$ cat config.mk
export PLATFORM = sky130hd
export DESIGN_NAME = mem_bus_arbiter
export DESIGN_NICKNAME = d
export VERILOG_FILES = /design/src/rtl/mem_bus_arbiter.sv
export SDC_FILE = /design/constraint.sdc
export NUM_CORES = 1
export LEC_CHECK = 0
export BUFFER_PORTS_ARGS = -buffer_cell sky130_fd_sc_hd__buf_2
export CORE_MARGIN = 2
export CORE_UTILIZATION = 35
export CTS_BUF_LIST = sky130_fd_sc_hd__clkbuf_8
export DETAILED_ROUTE_END_ITERATION = 10
export PLACE_DENSITY = 0.68
export RECOVER_POWER = 100
export SYNTH_ARGS = -nofsm -noshare
export SYNTH_HDL_FRONTEND = slang
export SYNTH_SLANG_ARGS = --single-unit
$ cat constraint.sdc
create_clock -name clk -period 5.1 [get_ports clk]
set_input_delay 0 -clock clk [delete_from_list [all_inputs] [get_ports clk]]
set_output_delay 0 -clock clk [all_outputs]
set_load 0.05 [all_outputs]
$ cat src/rtl/mem_bus_arbiter.sv
// Two-requester round-robin arbiter for the shared memory bus, one outstanding
// access at a time, with a watchdog that error-completes accesses whose ready never comes.
module mem_bus_arbiter #(
    parameter int                 ADDR_W   = 32,
    parameter int                 DATA_W   = 32,
    parameter int                 TIMEOUT  = 256,
    parameter logic [DATA_W-1:0]  ERR_DATA = 32'hDEADBEEF
) (
    input  logic              clk,
    input  logic              rst,
    input  logic              m0_req,
    input  logic              m0_we,
    input  logic [ADDR_W-1:0] m0_addr,
    input  logic [DATA_W-1:0] m0_wdata,
    output logic [DATA_W-1:0] m0_rdata,
    output logic              m0_ack,
    output logic              m0_err,
    input  logic              m1_req,
    input  logic              m1_we,
    input  logic [ADDR_W-1:0] m1_addr,
    input  logic [DATA_W-1:0] m1_wdata,
    output logic [DATA_W-1:0] m1_rdata,
    output logic              m1_ack,
    output logic              m1_err,
    output logic [ADDR_W-1:0] mem_addr,
    output logic [DATA_W-1:0] mem_wdata,
    input  logic [DATA_W-1:0] mem_rdata,
    output logic              mem_read,
    output logic              mem_write,
    input  logic              mem_ready,
    output logic              grant,
    output logic              busy
);

    localparam int              CNT_W    = 16;
    localparam logic [CNT_W-1:0] CNT_LAST = CNT_W'(TIMEOUT - 1);

    typedef enum logic {IDLE, ACCESS} state_t;

    state_t              state_reg, state_next;
    logic                grant_reg, grant_next;
    logic                busy_reg, busy_next;
    logic                rd_reg, rd_next;
    logic                wr_reg, wr_next;
    logic [ADDR_W-1:0]   addr_reg, addr_next;
    logic [DATA_W-1:0]   wdata_reg, wdata_next;
    logic [CNT_W-1:0]    cnt_reg, cnt_next;
    logic [1:0]          ack_reg, ack_next;
    logic [1:0]          err_reg, err_next;
    logic [DATA_W-1:0]   rdata_reg [2];
    logic [DATA_W-1:0]   rdata_next [2];

    logic [1:0]          req_vec;
    logic [1:0]          elig;
    logic                win;

    assign req_vec = {m1_req, m0_req};

    always_ff @(posedge clk or posedge rst) begin
        if (rst) begin
            state_reg    <= IDLE;
            grant_reg    <= 1'b1;
            busy_reg     <= 1'b0;
            rd_reg       <= 1'b0;
            wr_reg       <= 1'b0;
            addr_reg     <= '0;
            wdata_reg    <= '0;
            cnt_reg      <= '0;
            ack_reg      <= '0;
            err_reg      <= '0;
            rdata_reg[0] <= '0;
            rdata_reg[1] <= '0;
        end else begin
            state_reg    <= state_next;
            grant_reg    <= grant_next;
            busy_reg     <= busy_next;
            rd_reg       <= rd_next;
            wr_reg       <= wr_next;
            addr_reg     <= addr_next;
            wdata_reg    <= wdata_next;
            cnt_reg      <= cnt_next;
            ack_reg      <= ack_next;
            err_reg      <= err_next;
            rdata_reg[0] <= rdata_next[0];
            rdata_reg[1] <= rdata_next[1];
        end
    end

    always_comb begin
        state_next    = state_reg;
        grant_next    = grant_reg;
        busy_next     = busy_reg;
        rd_next       = rd_reg;
        wr_next       = wr_reg;
        addr_next     = addr_reg;
        wdata_next    = wdata_reg;
        cnt_next      = cnt_reg;
        ack_next      = '0;
        err_next      = '0;
        rdata_next[0] = rdata_reg[0];
        rdata_next[1] = rdata_reg[1];
        // A requester whose ack is showing this cycle may still hold req; mask it.
        elig          = req_vec & ~ack_reg;
        win           = grant_reg;

        case (state_reg)
            IDLE: begin
                if (elig != 2'b00) begin
                    win        = (elig == 2'b11) ? ~grant_reg : elig[1];
                    grant_next = win;
                    addr_next  = win ? m1_addr  : m0_addr;
                    wdata_next = win ? m1_wdata : m0_wdata;
                    wr_next    = win ? m1_we    : m0_we;
                    rd_next    = win ? ~m1_we   : ~m0_we;
                    busy_next  = 1'b1;
                    cnt_next   = '0;
                    state_next = ACCESS;
                end
            end
            ACCESS: begin
                // Ready takes priority over the watchdog when both land together.
                if (mem_ready || cnt_reg == CNT_LAST) begin
                    ack_next[grant_reg] = 1'b1;
                    err_next[grant_reg] = ~mem_ready;
                    if (!wr_reg)
                        rdata_next[grant_reg] = mem_ready ? mem_rdata : ERR_DATA;
                    rd_next    = 1'b0;
                    wr_next    = 1'b0;
                    busy_next  = 1'b0;
                    cnt_next   = '0;
                    state_next = IDLE;
                end else begin
                    cnt_next = cnt_reg + 1'b1;
                end
            end
            default: state_next = IDLE;
        endcase
    end

    assign m0_ack    = ack_reg[0];
    assign m1_ack    = ack_reg[1];
    assign m0_err    = err_reg[0];
    assign m1_err    = err_reg[1];
    assign m0_rdata  = rdata_reg[0];
    assign m1_rdata  = rdata_reg[1];
    assign mem_addr  = addr_reg;
    assign mem_wdata = wdata_reg;
    assign mem_read  = rd_reg;
    assign mem_write = wr_reg;
    assign grant     = grant_reg;
    assign busy      = busy_reg;

endmodule

# Word-level counts from Yosys, hierarchy flattened
# Index checks and enable logic that the tools add are counted.
[word_totals]
regBits = 153
out_inout_bits = 136
input_bits = 167
wordCells = 66
[classes]
addsub = 1
bitwise = 10
n_lt_le_gt_ge = 4
reduce_logical = 7
eq_ne = 4
n_mux = 28
[ops]
columns = ["cell", "n"]
rows = [
  ["two-way mux 32 bit", 4],
  ["bitwise mux 64 bit", 1],
  ["demux 32 bit (select 1 bit)", 1],
  ["two-way mux 16 bit", 2],
  ["one-hot mux 16 bit (2 select lines)", 1],
  ["adder 16 x 1 -> 16 bit (second input constant)", 1],
  ["== test 16 x 8 -> 1 bit (second input constant)", 1],
  ["two-way mux 1 bit", 10],
  ["two-way mux 2 bit", 4],
  ["one-hot mux 1 bit (2 select lines)", 4],
  ["NOT 1 bit", 6],
  ["AND 2 bit", 2],
  ["AND reduction 2 bit", 2],
  ["AND reduction 3 bit", 1],
  ["== test 2 bit (second input constant)", 1],
  [">= comparator 2 bit (second input constant)", 1],
  ["logical AND 1 bit", 2],
  ["< comparator 1 x 2 -> 1 bit (second input constant)", 1],
  ["< comparator 2 x 1 -> 1 bit (second input constant)", 1],
  ["inequality test 2 x 1 -> 1 bit (second input constant)", 1],
  ["inequality test 2 bit (second input constant)", 1],
  ["NOT 1 -> 2 bit", 1],
  ["NOT 2 bit", 1],
  ["nonzero test 2 bit", 1],
  ["other kinds (3)", 3],
]

# Longest topological paths before layout
# Gate-level depths: netlist of run 1.
[depth]
ltp_word = 7
mapped_depth = 9
depth_no_buf = 5

# Worst setup path before layout of run 1
# No wires, ideal clock.
[synth_path]
path_kind = "flip-flop to flip-flop"
startpoint = "register grant_reg (netlist: grant)"
endpoint = "register wdata_reg[10] (netlist: mem_wdata[10])"
slack_ps = 3185
period_less_slack_ps = 1915
path_buffers = 4
setup_ps = 132
t_required_ps = 4968
stages_incl_launch_ff = 8
arrival_ps = 1783
cell_sequence = "dfstp_2 > buf_2 > a21o_1 > clkbuf_1 > buf_4 > buf_4 > mux2i_1 > o21ai_1"
[synth_between]
elab_chain_len = 3
[synth_rtl]
columns = ["item", "line_no", "text"]
rows = [
  ["start, declared", "41", "logic grant_reg, grant_next;"],
  ["start signal, assigned", "75", "grant_reg <= grant_next;"],
  ["NOT 1 bit", "109", "win = (elig == 2'b11) ? ~grant_reg : elig[1];"],
  ["two-way mux 1 bit", "109", ""],
  ["two-way mux 32 bit", "112", "wdata_next = win ? m1_wdata : m0_wdata;"],
  ["end signal, assigned", "80", "wdata_reg <= wdata_next;"],
  ["end, declared", "46", "logic [DATA_W-1:0] wdata_reg, wdata_next;"],
]
# No other way between the ends.
# A chain may end at the register's enable or synchronous reset.

# Worst setup path in the final report of run 1
[layout_path]
startpoint = "register state_reg"
endpoint = "register wdata_reg[16] (netlist: mem_wdata[16])"
[layout_between]
elab_chain_len = 2
[layout_rtl]
columns = ["item", "line_no", "text"]
rows = [
  ["start, declared", "40", "state_t state_reg, state_next;"],
  ["start signal, assigned", "74", "state_reg <= state_next;"],
  ["NOT 1 bit (no source line)", "-", ""],
  ["AND reduction 2 bit (no source line)", "-", ""],
]
# No other way between the ends.

==> results of run 1 <==
-- layout by cell type (no fill, tap or decap), types with 3 or more instances in the layout --
cell type,instances
dfrtp_1,152
nand4_1,7
clkbuf_8,20
dlygate4sd3_1,164
nand2b_1,6
nor2_1,5
and4_1,5
buf_4,4
buf_2,165
clkinvlp_4,3
clkbuf_1,138
inv_6,3
a21oi_1,5
nand2_1,77
a32o_1,17
o21ai_0,72
o31ai_1,3
nor3_1,3
mux2i_1,67
a31oi_1,4
o32a_1,48
nand3_1,7
inv_1,3
or4_1,3
-- metrics by stage --
stage,hold slack [ns],setup WS [ns]
2_1_floorplan,0.1616,0.9802
3_3_place_gp,0.2364,2.690
3_5_place_dp,0.2385,2.628
4_1_cts,0.1667,2.279
5_1_grt,0.1948,1.150
6_report,0.2067,1.638
-- area by class of cell --
cell class	instances	area share [%]
clock inverters	12	1.371
flip-flops and latches	153	37.79
multi-input cells	362	25.23
inverters	4	0.1976
well taps	234	2.889
clock buffers	20	2.716
repair buffers	472	29.81
-- cells by family after synthesis --
family                   share of synthesized area (%)
XOR/XNOR                                        0.2615
AO/OA/AOI/OAI                                    17.98
AND/OR/NAND/NOR                                  10.05
multiplexers                                     10.01
flip-flops                                       57.16
buffers and inverters                            4.351
adder cells (fa/ha/maj)                         0.1867
-- metal layers --
metal,track usage (%),wire length (um),part of all wire [%]
met1,25.82,9017,42
met2,35.29,10680,50
met4,7.712,457,2.1
met5,0,13,0.061
met3,5.686,1125,5.3
-- what timing repair did --
action                    4_1_cts  5_1_grt
hold endpoints to repair      222        0
buffers inserted                0        0
hold buffers                  164        0
-- report_power, final --
| group | leakage [uW] | internal (uW) | total, uW | switching, uW |
|---|---|---|---|---|
| Sequential | 0.00185 | 1730 | 2060 | 325 |
| Clock | 0.000204 | 480 | 964 | 483 |
| Combinational | 0.00253 | 816 | 3520 | 2710 |
-- final timing paths --
| path | slack, ns | startpoint | cells after the start | to |
|---|---|---|---|---|
| max in group asynchronous | 3.46 | rst | 4 | mem_wdata[14] |
| min in group asynchronous | 0.28 | rst | 3 | m1_rdata[5] |
| worst max-delay path | 1.64 | state_reg | 4 | mem_wdata[16] |
| worst min register to register | 0.48 | mem_addr[16] | 2 | mem_addr[16] |
| worst max register to register | 1.64 | state_reg | 4 | mem_wdata[16] |
| worst min-delay path | 0.21 | m1_req | 4 | grant |
-- tightest hold or removal path: stages --
cell and delay (ns):
buf_2 0.10, nand2b_1 0.10, a21o_4 0.30, o21ai_0 0.13
==> results.sh, run 1 <==
export IMPL_netlist_area_leader_share_pct=56.77
export IMPL_fp_coreArea_sq_mm=0.01877
export IMPL_yosys_register_bits=153
export IMPL_dpl_hpwl_um=12590
export IMPL_first_pass_iters=6
export IMPL_vias_per_cell=5.131
export IMPL_antenna_found_initial=1
export IMPL_h_tree_depth=4
export IMPL_finalCritPeriodShare_pct=67.88
export IMPL_drv_slew=153
export IMPL_synth_enable_flop_cells=0
export IMPL_drt_iter0_markers=368
export IMPL_fillers=1649
export IMPL_rows=50
export IMPL_clkSinkCount=153
export IMPL_final_antenna_net_count=0
export IMPL_worst_setup_path_start_kind="flip-flop"
export IMPL_slowest_stage="clkbuf_2"
export IMPL_outcome="finished with violations"
export IMPL_skew_ns=0.01407
export IMPL_grt_first_pass_wirelength_um=33560
export IMPL_drc_errors=0
export IMPL_hp_class="in -> reg"
export IMPL_grt_pass1_vias=6584
export IMPL_max_freq_mhz=288.9
export IMPL_synth_area_leaders="dfrtp_1 57%, mux2i_1 10%, o32a_1 7.2%"
export IMPL_rsz0062_at_grt="false"
export IMPL_clock_latency_ns=0.45
export IMPL_cts_root_buf="clkbuf_8"
export IMPL_critPathKind="reg -> reg"
export IMPL_tightest_slew_ns=2.153
export IMPL_stdcell_count=1257
export IMPL_place_gp_congestion=0.7999
export IMPL_async_reset_ff_share_pct=100.0
export IMPL_max_stage_delay_ns=1.49
export IMPL_post_cts_resized=0
export IMPL_crit_required_ns=5.30
export IMPL_final_area_sq_mm=0.01013
export IMPL_multi_input_area_sq_mm=0.002556
export IMPL_avgSynthCellArea_sq_um=11.75
export IMPL_irDropWorstVdd_uv=331.3
export IMPL_finalPower_uw=6548
export IMPL_grt_overflow=0
export IMPL_path_max_fanout=131
export IMPL_p_leak_uw=0.004585
export IMPL_arrival_ns=3.66
export IMPL_hold_viol_final=0
export IMPL_final_setup_viol_count=0
export IMPL_grt_usage_pct=20.93
export IMPL_netlist_top_cells_count="152 x dfrtp_1, 77 x nand2_1, 67 x mux2i_1"
export IMPL_die_h_um=142.4
export IMPL_violations="max-capacitance violations, max-slew violations"
export IMPL_ys_flop_type="dfrtp_1"
export IMPL_finalWorstPathRequiredPeriod_ns=3.462
export IMPL_p_per_area_mw_per_mm2=646.1
export IMPL_synth_cells=570
export IMPL_io_pins=303
export IMPL_yosysMostFrequentCell="dfrtp_1"
export IMPL_final_util_pct=53.99
export IMPL_path_buf_inv=2
export IMPL_max_cap_violations=2
export IMPL_dp_cells=1061
export IMPL_die_x_um=142.4
export IMPL_syn_to_final_growth_pct=51.24
export IMPL_grt_max_degree=132
export IMPL_cts_buffers=17
export IMPL_yosysUniqueCellTypes=49
export IMPL_tns_ns=0
export IMPL_wire_per_inst_um=16.94
export IMPL_place_port_buffers=302
export IMPL_drive_gt1_share_pct=20.63
export IMPL_synthesis_nets=738
export IMPL_cts_tree="yes"
export IMPL_place_area_sq_mm=0.008309
export IMPL_initial_core_util_pct=35.70
export IMPL_register_area_sq_mm=0.003830
export IMPL_fin_nets=1178
export IMPL_num_vias=6450
export IMPL_wl_um=21290
export IMPL_path_cells="inv_1 -> o21ai_4 -> clkbuf_2 -> o21ai_0"
export IMPL_end_kind="flip-flop"
export IMPL_netlist_area_sq_mm=0.006700
export IMPL_yosys_warnings=0
export IMPL_yosys_area_top_type="dfrtp_1"
export IMPL_yosysSeqAreaShare_pct=57.16
export IMPL_n_antenna_cell=0
export IMPL_slew_headroom_pct=-43.53
export IMPL_critical_path_top_delay_family="buffers and inverters"
export IMPL_dieArea_sq_mm=0.02027
export IMPL_cts_clk_slew_worst_paths_ns=0.08
export IMPL_cts_buffer_depth=2
Power figures use the tool's default switching activity.
==> run 2, diff against run 1 <==
Clock period 5.1 ns to 3.4 ns, I/O delays scaled along.
==> run 2 against run 1 <==
The flow still finishes with violations (max-capacitance violations, max-slew violations); sequential share of layout area up 0.12 points; critical path depth rose by 2; hold slack worse by 0.18 ns; die area is the same; fmax is 20% higher; register-to-register slack worse by 1.1 ns; clock power grew 31%; non-clock buffer count rose by 3; total power up 47%; flip-flop and latch count did not move; critical path type unchanged.
==> results.sh, run 2 (synthesis results as in run 1) <==
export IMPL_outcome="finished with violations"
export IMPL_violations="max-capacitance violations, max-slew violations"
export IMPL_final_common_cell="buf_2"
export IMPL_p_int_uw=4395
export IMPL_hold_viol_final=0
export IMPL_drt_iter0_markers=332
export IMPL_switching_share_pct=54.48
export IMPL_num_vias=6460
export IMPL_slew_headroom_pct=-37.97
export IMPL_r2r_cells=6
export IMPL_clkPwrFrac_pct=13.0
export IMPL_layout_common_cells="165 x buf_2, 163 x dlygate4sd3_1, 152 x dfrtp_1"
export IMPL_place_area_sq_mm=0.008353
export IMPL_fillers=1651
export IMPL_grt_usage_pct=21.12
export IMPL_hold_end="err_reg[1]"
export IMPL_p_leak_uw=0.004576
export IMPL_max_cap_violations=1
export IMPL_die_h_um=142.4
export IMPL_multi_input_area_sq_mm=0.002559
export IMPL_wl_um=21700
export IMPL_arrival_ns=3.20
export IMPL_final_antenna_net_count=0
export IMPL_initial_core_util_pct=35.70
export IMPL_end_kind="flip-flop"
export IMPL_drc_errors=0
export IMPL_grt_max_degree=154
export IMPL_min_delay_path_depth=2
export IMPL_clock_latency_ns=0.45
export IMPL_regToRegSetupSlack_ns=0.51
export IMPL_final_setup_viol_count=0
export IMPL_tns_ns=0
export IMPL_tightest_slew_ns=2.070
export IMPL_worstHoldStart="mem_ready"
export IMPL_place_port_buffers=302
export IMPL_grt_pass1_vias=6607
export IMPL_finalWorstPathRequiredPeriod_ns=2.891
export IMPL_finalCritPeriodShare_pct=85.03
export IMPL_path_max_fanout=41
export IMPL_irDropWorstVdd_uv=602.8
export IMPL_final_area_sq_mm=0.01010
export IMPL_dpl_hpwl_um=12850
export IMPL_wire_per_inst_um=17.24
export IMPL_drv_slew=154
export IMPL_cts_root_buf="clkbuf_8"
export IMPL_stdcell_count=1259
export IMPL_switchingPower_uw=5260
export IMPL_hp_class="in -> reg"
export IMPL_final_util_pct=53.82
export IMPL_fin_nets=1181
export IMPL_critPathKind="reg -> reg"
export IMPL_cts_clk_slew_worst_paths_ns=0.08
export IMPL_cts_tree="yes"
export IMPL_max_freq_mhz=345.9
export IMPL_timing_rr_end="mem_addr[28]"
export IMPL_place_gp_congestion=0.7964
export IMPL_fp_coreArea_sq_mm=0.01877
export IMPL_cts_buffer_depth=2
export IMPL_fin_hold_ws_ns=0.03107
export IMPL_first_pass_iters=6
export IMPL_grt_first_pass_wirelength_um=33760
export IMPL_crit_required_ns=3.71
export IMPL_h_tree_depth=4
export IMPL_register_area_sq_mm=0.003830
export IMPL_io_pins=303
export IMPL_dieArea_sq_mm=0.02027
export IMPL_cts_buffers=17
export IMPL_grt_overflow=0
export IMPL_n_antenna_cell=0
export IMPL_rows=50
export IMPL_cts_setup_buffers=0
export IMPL_die_x_um=142.4
export IMPL_timing_rr_start="ack_reg[0]"
export IMPL_pwr_share_comb_pct=55.1
export IMPL_antenna_found_initial=0
export IMPL_worst_setup_path_start_kind="flip-flop"
export IMPL_dp_cells=1065
export IMPL_syn_to_final_growth_pct=50.76
export IMPL_power_frac_seq_pct=31.8
export IMPL_drive_gt1_share_pct=20.68
export IMPL_vias_per_cell=5.131
export IMPL_p_per_area_mw_per_mm2=955.9
export IMPL_skew_ns=0.01382
export IMPL_clkSinkCount=153
export IMPL_rsz0062_at_grt="false"
run 2: what timing repair did:
item / 4_1_cts / 5_1_grt
endpoints found under the hold margin: 282 / 0
resized for setup: 0 / 0
hold buffers: 163 / 0
run 2: worst max-delay path by stage:
stage | endpoint | start | cells after the start
after floorplan | ack_reg[0] | rst | 1
after global placement | m0_rdata[16] | cnt_reg[0] | 5
after detailed placement | m0_rdata[12] | cnt_reg[0] | 5
after CTS | mem_addr[5] | ack_reg[0] | 6
after global routing | mem_addr[28] | ack_reg[0] | 6
final | mem_addr[28] | ack_reg[0] | 6
run 2: power groups by stage:
stage / registers (uW) / clock network [uW] / logic, uW
finish: 3080 / 1260 / 5320
global route: 3170 / 1370 / 5580
CTS: 3030 / 1300 / 5540
detailed placement: 3060 / 0 / 5270
global placement: 3040 / 0 / 5220
floorplan: 5760 / 0 / 1270
run 2: layout make-up:
type | instances | area share [%]
Inverter | 4 | 0.1858
Clock inverter | 11 | 0.7308
Tap cell | 234 | 2.899
Sequential cell | 153 | 37.92
Timing Repair Buffer | 475 | 30.21
Clock buffer | 20 | 2.725
Multi-Input combinational cell | 362 | 25.33
run 2: worst max-delay path: stages (launching register included):
cell           delay (ns)
dfrtp_1              0.38
and2b_1              0.32
a21o_4               0.58
clkbuf_1             0.50
mux2i_1              0.28
dlygate4sd3_1        0.58
o21ai_0              0.08
run 2: per-layer routing:
| layer | GRT usage, % | vias up | part of all wire, % |
|---|---|---|---|
| met4 | 6.774 | 0 | 2.0 |
| li1 | - | 3006 | - |
| met3 | 5.855 | 29 | 5.8 |
| met5 | 0 | - | 0 |
| met2 | 36.89 | 249 | 52 |
| met1 | 25.29 | 3176 | 41 |
run 2: per-stage QoR:
step / setup slack, ns / total power, uW
2_1_floorplan: 1.470 / 7030
3_5_place_dp: 0.9816 / 8335
3_3_place_gp: 1.058 / 8265
5_1_grt: 0.3359 / 10120
6_report: 0.5090 / 9656
4_1_cts: 0.7724 / 9865
